<file path="src/rtl/rtg_pkg.sv">
// Shared types and constants for the raster line fetcher: FSM states,
// pixel-format decode and default burst/FIFO sizing.
package rtg_pkg;

    localparam int BURST_DEFAULT      = 16;
    localparam int FIFO_DEPTH_DEFAULT = 64;

    typedef enum logic [2:0] {
        ST_IDLE      = 3'd0,
        ST_WAIT_LINE = 3'd1,
        ST_REQ       = 3'd2,
        ST_DATA      = 3'd3,
        ST_NEXT      = 3'd4
    } state_e;

    localparam logic [2:0] BPP_FMT0  = 3'd1;
    localparam logic [2:0] BPP_FMT1  = 3'd2;
    localparam logic [2:0] BPP_FMT23 = 3'd4;

    function automatic logic [2:0] fmt_bpp(input logic [1:0] fmt);
        case (fmt)
            2'd0:    return BPP_FMT0;
            2'd1:    return BPP_FMT1;
            default: return BPP_FMT23;
        endcase
    endfunction

    // ceil(hsize*bpp/2); the worst case (4095*4+1)>>1 = 8190 fits in 13 bits
    function automatic logic [12:0] line_words(input logic [11:0] hsize, input logic [1:0] fmt);
        return 13'((14'(hsize) * 14'(fmt_bpp(fmt)) + 14'd1) >> 1);
    endfunction

endpackage

</file>
<file path="src/rtl/rtg_fetch_if.sv">
// Burst read bus between the line fetcher (master) and the memory port (slave).
interface rtg_fetch_if;
    logic        mem_req;
    logic [31:0] mem_addr;
    logic [6:0]  mem_len;
    logic        mem_ack;
    logic        mem_valid;
    logic [15:0] mem_data;

    modport master (
        output mem_req, mem_addr, mem_len,
        input  mem_ack, mem_valid, mem_data
    );

    modport slave (
        input  mem_req, mem_addr, mem_len,
        output mem_ack, mem_valid, mem_data
    );
endinterface

</file>
<file path="src/rtl/rtg_fetch_fifo.sv">
// First-word-fall-through line FIFO; head word is driven combinationally and
// forced to zero while empty so the reset/flush value is deterministic.
module rtg_fetch_fifo #(
    parameter int DEPTH = 64,
    parameter int WIDTH = 16
) (
    input  logic                       clk,
    input  logic                       reset,
    input  logic                       flush,
    input  logic                       push,
    input  logic [WIDTH-1:0]           din,
    input  logic                       pop,
    output logic [WIDTH-1:0]           dout,
    output logic                       empty,
    output logic                       full,
    output logic [$clog2(DEPTH):0]     count
);
    localparam int AW = $clog2(DEPTH);

    logic [WIDTH-1:0] mem_q [DEPTH];
    logic [AW-1:0]    wr_ptr_q;
    logic [AW-1:0]    rd_ptr_q;
    logic [AW:0]      count_q;
    logic             do_push;
    logic             do_pop;

    assign empty   = (count_q == '0);
    assign full    = (count_q == (AW+1)'(DEPTH));
    assign count   = count_q;
    assign do_push = push && !full;
    assign do_pop  = pop && !empty;
    assign dout    = empty ? '0 : mem_q[rd_ptr_q];

    always_ff @(posedge clk) begin
        if (do_push) begin
            mem_q[wr_ptr_q] <= din;
        end
    end

    always_ff @(posedge clk or posedge reset) begin
        if (reset) begin
            wr_ptr_q <= '0;
            rd_ptr_q <= '0;
            count_q  <= '0;
        end else if (flush) begin
            wr_ptr_q <= '0;
            rd_ptr_q <= '0;
            count_q  <= '0;
        end else begin
            if (do_push) wr_ptr_q <= wr_ptr_q + 1'b1;
            if (do_pop)  rd_ptr_q <= rd_ptr_q + 1'b1;
            case ({do_push, do_pop})
                2'b10:   count_q <= count_q + 1'b1;
                2'b01:   count_q <= count_q - 1'b1;
                default: count_q <= count_q;
            endcase
        end
    end

    // The fetcher only requests bursts that fit, so this must never fire.
    assert property (@(posedge clk) disable iff (reset) !(push && full));

endmodule

</file>
<file path="src/rtl/rtg_fetch.sv">
// Raster line fetcher: turns vs/hs timing into memory bursts and buffers the
// line in a FWFT FIFO. Optional underrun tracking: define RTG_FETCH_UNDERRUN_EN.
module rtg_fetch
    import rtg_pkg::*;
#(
    parameter int BURST      = BURST_DEFAULT,
    parameter int FIFO_DEPTH = FIFO_DEPTH_DEFAULT
) (
    input  logic        clk,
    input  logic        reset,
    input  logic        ena,
    input  logic [31:0] base,
    input  logic [13:0] stride,
    input  logic [11:0] hsize,
    input  logic [11:0] vsize,
    input  logic [4:0]  format,
    input  logic        vs,
    input  logic        hs,
    rtg_fetch_if.master mem,
    input  logic        fifo_rd,
    output logic [15:0] fifo_dout,
    output logic        fifo_empty,
    output logic        busy,
    output logic        underrun,
    output logic [15:0] underrun_cnt
);
    localparam int CW = $clog2(FIFO_DEPTH) + 1;

    state_e      state_q, state_d;
    logic [11:0] line_q, line_d;
    logic [31:0] line_addr_q, line_addr_d;
    logic [31:0] cur_addr_q, cur_addr_d;
    logic [12:0] words_left_q, words_left_d;
    logic [6:0]  burst_left_q, burst_left_d;
    logic        pend_q, pend_d;
    logic        mem_req_q, mem_req_d;
    logic [31:0] mem_addr_q, mem_addr_d;
    logic [6:0]  mem_len_q, mem_len_d;

    logic          restart;
    logic          fifo_push;
    logic          fifo_flush;
    logic          fifo_full;
    logic [CW-1:0] fifo_count;
    logic [CW-1:0] free_words;
    logic [CW-1:0] in_flight;
    logic [6:0]    next_len;
    logic          space_ok;
    logic [12:0]   wpl;
    logic          stop_req;

    assign wpl        = line_words(hsize, format[1:0]);
    assign free_words = CW'(FIFO_DEPTH) - fifo_count;
    assign in_flight  = (state_q == ST_DATA) ? CW'(burst_left_q) : '0;
    assign next_len   = (words_left_q > 13'(BURST)) ? 7'(BURST) : words_left_q[6:0];
    assign space_ok   = ({1'b0, free_words} >= ({1'b0, in_flight} + {1'b0, CW'(next_len)}));
    assign stop_req   = vs || !ena;
    assign fifo_flush = restart && ena;
    assign busy       = (state_q == ST_REQ) || (state_q == ST_DATA) || (state_q == ST_NEXT);

    assign mem.mem_req  = mem_req_q;
    assign mem.mem_addr = mem_addr_q;
    assign mem.mem_len  = mem_len_q;

    always_comb begin
        state_d      = state_q;
        line_d       = line_q;
        line_addr_d  = line_addr_q;
        cur_addr_d   = cur_addr_q;
        words_left_d = words_left_q;
        burst_left_d = burst_left_q;
        pend_d       = pend_q;
        mem_req_d    = mem_req_q;
        mem_addr_d   = mem_addr_q;
        mem_len_d    = mem_len_q;
        restart      = 1'b0;
        fifo_push    = 1'b0;

        case (state_q)
            ST_IDLE: begin
                if (vs && ena) restart = 1'b1;
            end
            ST_WAIT_LINE: begin
                if (stop_req) begin
                    restart = 1'b1;
                end else if (hs && (line_q < vsize)) begin
                    words_left_d = wpl;
                    cur_addr_d   = line_addr_q;
                    state_d      = (wpl == '0) ? ST_NEXT : ST_REQ;
                end
            end
            ST_REQ: begin
                // An accepted request always runs to completion, even with a restart pending.
                if (mem_req_q && mem.mem_ack) begin
                    mem_req_d    = 1'b0;
                    cur_addr_d   = cur_addr_q + {24'b0, mem_len_q, 1'b0};
                    words_left_d = words_left_q - {6'b0, mem_len_q};
                    burst_left_d = mem_len_q;
                    pend_d       = stop_req;
                    state_d      = ST_DATA;
                end else if (stop_req) begin
                    mem_req_d = 1'b0;
                    restart   = 1'b1;
                end else if (!mem_req_q && space_ok) begin
                    mem_req_d  = 1'b1;
                    mem_addr_d = cur_addr_q;
                    mem_len_d  = next_len;
                end
            end
            ST_DATA: begin
                if (stop_req) pend_d = 1'b1;
                if (mem.mem_valid) begin
                    fifo_push    = 1'b1;
                    burst_left_d = burst_left_q - 7'd1;
                    if (burst_left_q == 7'd1) begin
                        if (pend_q || stop_req) restart = 1'b1;
                        else state_d = (words_left_q != '0) ? ST_REQ : ST_NEXT;
                    end
                end
            end
            ST_NEXT: begin
                if (stop_req) begin
                    restart = 1'b1;
                end else begin
                    line_addr_d = line_addr_q + {18'b0, stride[13:1], 1'b0};
                    line_d      = line_q + 12'd1;
                    state_d     = ST_WAIT_LINE;
                end
            end
            default: state_d = ST_IDLE;
        endcase

        if (restart) begin
            pend_d = 1'b0;
            if (ena) begin
                state_d     = ST_WAIT_LINE;
                line_d      = '0;
                line_addr_d = {base[31:1], 1'b0};
            end else begin
                state_d = ST_IDLE;
            end
        end
    end

    always_ff @(posedge clk or posedge reset) begin
        if (reset) begin
            state_q      <= ST_IDLE;
            line_q       <= '0;
            line_addr_q  <= '0;
            cur_addr_q   <= '0;
            words_left_q <= '0;
            burst_left_q <= '0;
            pend_q       <= 1'b0;
            mem_req_q    <= 1'b0;
            mem_addr_q   <= '0;
            mem_len_q    <= '0;
        end else begin
            state_q      <= state_d;
            line_q       <= line_d;
            line_addr_q  <= line_addr_d;
            cur_addr_q   <= cur_addr_d;
            words_left_q <= words_left_d;
            burst_left_q <= burst_left_d;
            pend_q       <= pend_d;
            mem_req_q    <= mem_req_d;
            mem_addr_q   <= mem_addr_d;
            mem_len_q    <= mem_len_d;
        end
    end

    rtg_fetch_fifo #(
        .DEPTH(FIFO_DEPTH),
        .WIDTH(16)
    ) u_fifo (
        .clk   (clk),
        .reset (reset),
        .flush (fifo_flush),
        .push  (fifo_push),
        .din   (mem.mem_data),
        .pop   (fifo_rd),
        .dout  (fifo_dout),
        .empty (fifo_empty),
        .full  (fifo_full),
        .count (fifo_count)
    );

`ifdef RTG_FETCH_UNDERRUN_EN
    logic        underrun_q;
    logic [15:0] underrun_cnt_q;
    logic        under_evt;

    assign under_evt = fifo_rd && fifo_empty;

    always_ff @(posedge clk or posedge reset) begin
        if (reset) begin
            underrun_q     <= 1'b0;
            underrun_cnt_q <= '0;
        end else begin
            if (under_evt)  underrun_q <= 1'b1;
            else if (vs)    underrun_q <= 1'b0;
            if (under_evt && (underrun_cnt_q != 16'hFFFF)) underrun_cnt_q <= underrun_cnt_q + 16'd1;
        end
    end

    assign underrun     = underrun_q;
    assign underrun_cnt = underrun_cnt_q;
`else
    assign underrun     = 1'b0;
    assign underrun_cnt = '0;
`endif

    logic unused_ok;
    assign unused_ok = ^{format[4:2], fifo_full};

endmodule

</file>
<file path="src/flat_wrapper.sv">
// flat-port wrapper written by rule: the top's interface ports become plain ports
module rtg_fetch_flat import rtg_pkg::*;
#(
    parameter int BURST      = BURST_DEFAULT,
    parameter int FIFO_DEPTH = FIFO_DEPTH_DEFAULT
)
  (clk, reset, ena, base, stride, hsize, vsize, format, vs, hs, fifo_rd, fifo_dout, fifo_empty, busy, underrun, underrun_cnt, mem_mem_req, mem_mem_addr, mem_mem_len, mem_mem_ack, mem_mem_valid, mem_mem_data);
  rtg_fetch_if mem_i ();
  input  logic clk;
  input  logic reset;
  input  logic ena;
  input  logic [31:0] base;
  input  logic [13:0] stride;
  input  logic [11:0] hsize;
  input  logic [11:0] vsize;
  input  logic [4:0] format;
  input  logic vs;
  input  logic hs;
  input  logic fifo_rd;
  output logic [15:0] fifo_dout;
  output logic fifo_empty;
  output logic busy;
  output logic underrun;
  output logic [15:0] underrun_cnt;
  output wire logic [$bits(mem_i.mem_req)-1:0] mem_mem_req;
  output wire logic [$bits(mem_i.mem_addr)-1:0] mem_mem_addr;
  output wire logic [$bits(mem_i.mem_len)-1:0] mem_mem_len;
  input wire logic [$bits(mem_i.mem_ack)-1:0] mem_mem_ack;
  input wire logic [$bits(mem_i.mem_valid)-1:0] mem_mem_valid;
  input wire logic [$bits(mem_i.mem_data)-1:0] mem_mem_data;
  assign mem_mem_req = mem_i.mem_req;
  assign mem_mem_addr = mem_i.mem_addr;
  assign mem_mem_len = mem_i.mem_len;
  assign mem_i.mem_ack = mem_mem_ack;
  assign mem_i.mem_valid = mem_mem_valid;
  assign mem_i.mem_data = mem_mem_data;
  rtg_fetch #(.BURST(BURST), .FIFO_DEPTH(FIFO_DEPTH)) u_core (.clk(clk), .reset(reset), .ena(ena), .base(base), .stride(stride), .hsize(hsize), .vsize(vsize), .format(format), .vs(vs), .hs(hs), .mem(mem_i), .fifo_rd(fifo_rd), .fifo_dout(fifo_dout), .fifo_empty(fifo_empty), .busy(busy), .underrun(underrun), .underrun_cnt(underrun_cnt));
endmodule
</file>
<file path="config.mk">
export PLATFORM = sky130hd
export DESIGN_NAME = rtg_fetch_flat
export DESIGN_NICKNAME = d
export VERILOG_FILES = /design/src/rtl/rtg_pkg.sv /design/src/rtl/rtg_fetch_if.sv /design/src/rtl/rtg_fetch_fifo.sv /design/src/rtl/rtg_fetch.sv /design/src/flat_wrapper.sv
export SDC_FILE = /design/constraint.sdc
export NUM_CORES = 1
export LEC_CHECK = 0
export CAP_MARGIN = 20
export CORE_UTILIZATION = 36
export DETAILED_ROUTE_END_ITERATION = 10
export HOLD_SLACK_MARGIN = 0.06
export SETUP_SLACK_MARGIN = 0.15
export SLEW_MARGIN = 20
export SYNTH_ARGS = -nofsm -noshare
export SYNTH_HDL_FRONTEND = slang
export SYNTH_SLANG_ARGS = --single-unit
export TNS_END_PERCENT = 10
</file>
<file path="constraint.sdc">
create_clock -name clk -period 6.22 [get_ports clk]
set_clock_uncertainty 0.2 [all_clocks]
set_input_delay 1.244 -clock clk [delete_from_list [all_inputs] [get_ports clk]]
set_output_delay 1.244 -clock clk [all_outputs]
set_load 0.01 [all_outputs]
</file>
Yosys cells after proc, flatten, opt, wreduce, memory -nomap -nowiden
Memories as Yosys holds them, arrays and structs flattened.
Cells that the tools add are included.
W data, S select, Z words.
{ "totals": {"reg_bits": 159, "latchBits": 0, "ramBits": 1024, "rom_bits": 0, "inputBits": 99, "output_inout_bits": 75, "word_cells": 147, "mem_count": 1} }
{ "memory_table": {"columns": ["name", "words", "width", "rd", "rd_ports_with_merged_regs", "wr", "line_no", "rtl"], "rows": [
  ["u_core.u_fifo.mem_q", 64, 16, 1, 0, 1, "rtg_fetch_fifo.sv:20", "logic [WIDTH-1:0] mem_q [DEPTH];"]
]} }
{ "classes": {"addsub": 12, "multipliers": 1, "n_div": 0, "order_cmp": 3, "eq_ne": 22, "n_shift": 0, "muxes": 59, "bitwise": 2, "n_reduce_logical": 34} }
{ "ops": {"columns": ["op", "count"], "rows": [
  ["$mux W32", 7],
  ["$pmux W32 S2", 1],
  ["$mux W12", 4],
  ["$mux W13", 3],
  ["$mux W7", 5],
  ["$add A32 B14 Y32", 1],
  ["$add A32 B8 Y32", 1],
  ["$mux W3", 10],
  ["$pmux W7 S2", 2],
  ["$pmux W13 S2", 1],
  ["$mux W6", 4],
  ["$ne A3 B2 Y1 const B", 6],
  ["$mux W1", 17],
  ["$mux W16", 1],
  ["$pmux W3 S5", 1],
  ["$add A14 B1 Y14 const B", 1],
  ["$mul A12 B3 Y14", 1],
  ["$sub A7 B1 Y7 const B", 2],
  ["$gt A13 B5 Y1 const B", 1],
  ["$logic_not A13 Y1", 1],
  ["$reduce_bool A13 Y1", 1],
  ["$sub A13 B7 Y13", 1],
  ["$add A12 B1 Y12 const B", 1],
  ["$add A6 B1 Y6 const B", 2],
  ["32 further kinds", 58]
]} }

Longest topological paths before layout
{ "depth": {"depth_word": 10, "depth_mapped": 21, "mapped_depth_nobuf": 18} }

Cells and area by module
Synthesis repeated with hierarchy kept, for this count alone.
{ "hier_totals": {"hier_cells": 3210, "area_unflattened_um2": 50706.1} }
{ "modules_own_cells": {"columns": ["mod", "instances", "cells_each", "area_per_inst_um2", "seq_area_each_um2"], "rows": [
  ["rtg_fetch_fifo", 1, 1980, 40386.2, 31224.9],
  ["rtg_fetch", 1, 1230, 10319.9, 3428.3]
]} }

Worst setup path after synthesis
No wires, ideal clock.
{ "synth_timing": {"path_type": "input to register", "startpoint": "input format[1]", "endpoint": "register u_core.state_q[1]", "setup_ns": 0.139, "arrival_time_ns": 4.141, "required_ns": 5.881, "setup_slack_ns": 1.740, "cell_stages": 13, "n_path_buf": 1, "cell_sequence": "nor2_1 clkbuf_1 nand2_1 fa_1 inv_1 fa_1 a211oi_1 o21ai_0 a311oi_1 o221ai_1 nor4_1 and3_1 o311ai_1"} }
{ "synth_between": {"elab_chain_cells": 10, "elab_cells_between_ends": 11, "cone_classes": "add/sub: 1; mul: 1; eq/ne: 1; mux: 6; reduce/logical: 2"} }
{ "synth_rtl": {"columns": ["element", "line_no", "rtl"], "rows": [
  ["start: declaration", "flat_wrapper.sv:16", "input logic [4:0] format;"],
  ["$eq A2 B1 Y1 or $logic_not A2 Y1 (tied branches)", "rtg_pkg.sv:21", "case (fmt)"],
  ["$pmux W3 S2 *", "rtg_pkg.sv:21", null],
  ["$mul A12 B3 Y14 *", "rtg_pkg.sv:30", "return 13'((14'(hsize) * 14'(fmt_bpp(fmt)) + 14'd1) >> 1);"],
  ["$add A14 B1 Y14 *", "rtg_pkg.sv:30", null],
  ["$logic_not A13 Y1 *", "rtg_fetch.sv:89", "state_d = (wpl == '0) ? ST_NEXT : ST_REQ;"],
  ["$mux W3 *", "rtg_fetch.sv:89", null],
  ["$mux W3 *", "rtg_fetch.sv:86", "end else if (hs && (line_q < vsize)) begin"],
  ["$mux W3 *", "rtg_fetch.sv:84", "if (stop_req) begin"],
  ["$pmux W3 S5 *", "rtg_fetch.sv:79", "case (state_q)"],
  ["$mux W3 *", "rtg_fetch.sv:133", "if (restart) begin"],
  ["end signal: assignment", "rtg_fetch.sv:158", "state_q <= state_d;"],
  ["end: declaration", "rtg_fetch.sv:29", "state_e state_q, state_d;"]
]} }
Mark *: on every way between the ends. The rest lies on a longest branch, timed or not. The select of a mux whose other input is x is not followed.
A chain may end at the register's enable or synchronous reset.

Final worst setup path
{ "layout_timing": {"startpoint": "register u_core.u_fifo.rd_ptr_q[2]", "endpoint": "output fifo_dout[13]"} }
{ "layout_between": {"elab_chain_cells": 2} }
{ "layout_rtl": {"columns": ["element", "line_no", "rtl"], "rows": [
  ["start: declaration", "rtg_fetch_fifo.sv:22", "logic [AW-1:0] rd_ptr_q;"],
  ["start signal: assignment", "rtg_fetch_fifo.sv:51", "if (do_pop) rd_ptr_q <= rd_ptr_q + 1'b1;"],
  ["$mem_v2 Z64 W16", null, null],
  ["$mux W16", "rtg_fetch_fifo.sv:32", "assign dout = empty ? '0 : mem_q[rd_ptr_q];"],
  ["end: declaration", "flat_wrapper.sv:20", "output logic [15:0] fifo_dout;"]
]} }
No other way between the ends.

==> flow_summary.json <==
{
  "crit_chain": "nand2b_4 -> buf_12 -> o221ai_1 -> o22ai_1 -> a21oi_1 -> a21oi_1 -> a211oi_1 -> clkdlybuf4s50_1",
  "ys_seq_area_share_pct": 67.9,
  "grt_pass1_vias": 29500,
  "synthXorXnorAreaFrac_pct": 0.910,
  "outcome": "finished clean",
  "synth_mux_area_share_pct": 11.6,
  "multiInputGateArea_sq_um": 15300,
  "cts.clk_slew.worst_paths_ns": 0.06,
  "hold_class": "register to register",
  "start_kind": "register",
  "crit_top_cell": "a21oi_1",
  "power.switching_mw": 7.66,
  "drc": 0,
  "finish.utilization_pct": 42.6,
  "syn_area_sq_um": 51000,
  "die_y_um": 379,
  "arrival_ns": 4.51,
  "p_per_area_nw_per_um2": 403,
  "drt_wl_total_mm": 128,
  "htree_levels": 4,
  "core_sq_um": 140000,
  "max_freq_ghz": 0.168,
  "maxSlewViolCount": 0,
  "grt_max_degree": 132,
  "p_leak_nw": 20.5,
  "crit_family": "compound AO/OA/AOI/OAI gates",
  "startpoint": "u_core.u_fifo.rd_ptr_q[2]$_DFFE_PP0P_",
  "wl_per_cell_um": 23.0,
  "setup_tns_ns": 0,
  "synth_area_per_cell_sq_um": 15.4,
  "r2r_end": "u_core.mem.mem_addr[14]$_DFFE_PP0P_",
  "crit_slowest_cell": "dfrtp_2",
  "peakVddDrop_uv": 431,
  "synth_top_family_by_area": "multiplexers",
  "overflow": 0,
  "period_share_pct": 95.7,
  "fin_cells": 5549,
  "yosysTopAreaCell": "edfxtp_1",
  "grt_pass1_wl_mm": 189,
  "cts_max_path_buffers": 3,
  "synth_most_common_cell": "edfxtp_1",
  "cpPeakStageDelay_ns": 0.63,
  "yosysWarnings": 0,
  "vias": 30000,
  "grt_antenna_before_repair": 0,
  "p_clk_share_pct": 31.1,
  "postCtsSetupBuffers": 0,
  "rrSetupSlack_ns": 1.10,
  "start_util_pct": 36.4,
  "dp.cells": 5316,
  "path_buf_inv": 2,
  "seqCellArea_sq_um": 34700,
  "slew_headroom_pct": 34.6,
  "syn-instance-count": 3317,
  "numCtsBuffers": 130,
  "cts_num_sinks": 1180,
  "firstDrtPassIters": 5,
  "cts_hold_buf": 0,
  "ys.flop_type": "edfxtp_1",
  "ioPinCount": 174,
  "synth_fa_ha_area_share_pct": 2.54,
  "top_signal_layer_used": "met4",
  "ys_types": 85,
  "grt_usage_pct": 17.8,
  "synth_compound_area_share_pct": 9.18,
  "vias_per_cell": 5.40,
  "fillers": 12500,
  "endpoint": "fifo_dout[13]",
  "worst_pin_slew_ns": 0.982,
  "root_buffer": "clkbuf_16",
  "ys_ff_latch": 1180,
  "clock_latency_ns": 0.75,
  "wl_met1_mm": 56.2,
  "r2r_cells": 19,
  "cts_tree": "yes",
  "end_kind": "output pin",
  "fin_nets": 3765,
  "p_sw_share_pct": 31.9,
  "hpwl_mm": 76.0,
  "synthSimpleGateAreaFrac_pct": 5.47,
  "critPathKind": "register to output pin",
  "synth.area.top_cells": "edfxtp_1 60%, dfrtp_1 7.6%, mux4_2 5.6%",
  "combPwrFrac_pct": 29.4,
  "yosys-top-cells-count": "1024 x edfxtp_1, 260 x mux2i_1, 211 x nand2_1",
  "hold_viol": 0,
  "p_seq_share_pct": 39.6,
  "gp_congestion": 0.820,
  "total_power_mw": 24.0,
  "setup_viol": 0,
  "finalCriticalPeriod_ns": 5.95,
  "holdWs_ns": 0.297,
  "maxCapViolCount": 0,
  "crit_fanout": 33,
  "die_w_um": 379,
  "required_ns": 4.78,
  "synth.top_cell.area_share_pct": 60.3,
  "syn_to_final_growth_pct": 16.8,
  "cts_resized": 0,
  "portBuffers": 150,
  "cp.depth": 8,
  "rsz0062_at_grt": "true",
  "synth-async-reset-ratio_pct": 13.2,
  "drive_gt1_share_pct": 15.2,
  "wl_met2_mm": 61.6,
  "drtIter0Drc": 2352,
  "postRouteAntennaNets": 0,
  "dieArea_sq_um": 143000,
  "wl_met3_mm": 7.07,
  "p_int_mw": 16.4,
  "synth_edf_count": 1024,
  "rows": 137,
  "reg2reg_from": "u_core.words_left_q[7]$_DFFE_PP0P_"
}
## power by group through the flow
stage	Clock [mW]	Sequential, mW	Combinational (mW)
after CTS	7.62	9.50	7.08
after floorplan	0	9.39	4.61
final	7.46	9.51	7.05
after global placement	0	9.65	6.98
after detailed placement	0	9.66	7.05
after global routing	7.94	9.54	7.61
## cell type report
class                   count  share of cell area (%)
diodes                      3                  0.0126
multi-input cells        1878                    25.6
flip-flops and latches   1180                    58.2
clock buffers             164                    5.87
repair buffers            309                    4.79
inverters                  73                   0.468
clock inverters            66                    1.15
well taps                1876                    3.94
## layout by cell type (no fill, tap or decap), drive strengths merged, types with 27 or more instances in the layout
cell,Yosys,final
edfxtp,1024,1024
mux2i,260,260
nand2,211,211
buf,96,175
nor2,168,168
clkbuf,109,164
dfrtp,156,156
a21oi,152,152
clkdlybuf4s50,0,134
o221ai,129,129
mux4,128,128
o21ai,113,113
ha,78,78
inv,73,77
o22ai,75,75
a211oi,74,74
clkinv,0,51
nand3,38,38
mux2,37,37
and3,34,34
xor2,30,30
nor3,27,27
## flip-flops by register name, summed over array words and instances (netlist names), 12 cells and up
register / cells
u_core.mem.mem_addr: 31
u_core.line_q: 12
u_core.u_fifo.mem_q: 1024
u_core.line_addr_q: 31
u_core.words_left_q: 13
u_core.cur_addr_q: 31
## worst min-delay path by stage
stage | startpoint | slack (ns) | endpoint | cells past startpoint
after floorplan | u_core.line_q[11]$_DFFE_PP0P_ | 0.25 | u_core.line_q[11]$_DFFE_PP0P_ | 1
after CTS | u_core.line_q[11]$_DFFE_PP0P_ | 0.30 | u_core.line_q[11]$_DFFE_PP0P_ | 1
after detailed placement | u_core.line_q[11]$_DFFE_PP0P_ | 0.29 | u_core.line_q[11]$_DFFE_PP0P_ | 1
final | u_core.line_q[11]$_DFFE_PP0P_ | 0.30 | u_core.line_q[11]$_DFFE_PP0P_ | 1
after global placement | u_core.line_q[11]$_DFFE_PP0P_ | 0.28 | u_core.line_q[11]$_DFFE_PP0P_ | 1
after global routing | u_core.mem.mem_addr[6]$_DFFE_PP0P_ | 0.32 | u_core.mem.mem_addr[6]$_DFFE_PP0P_ | 1
## per-layer routing
layer / vias to the layer above / track usage, %
met5: - / 0
li1: 13600 / -
met3: 171 / 3.08
met2: 851 / 29.1
met1: 15300 / 24.2
met4: 0 / 5.06
## metrics by stage
stage	instance area [sq um]	setup slack, ns
after floorplan	51100	0.569
after global placement	55400	0.644
after detailed placement	55400	0.651
after CTS	59600	0.258
after global routing	59600	0.119
final	59600	0.269
## kinds of logic (layout without fill, tap and decap cells)
| group | count (synthesis) | after routing |
|---|---|---|
| compound gates | 688 | 688 |
| buf+inv | 278 | 612 |
| xor+xnor | 53 | 53 |
| fa+ha+maj | 94 | 94 |
| mux | 425 | 425 |
| simple gates | 598 | 598 |
| flops | 1180 | 1180 |
| other cells | 1 | 23 |
(Power assumes the default switching activity.)
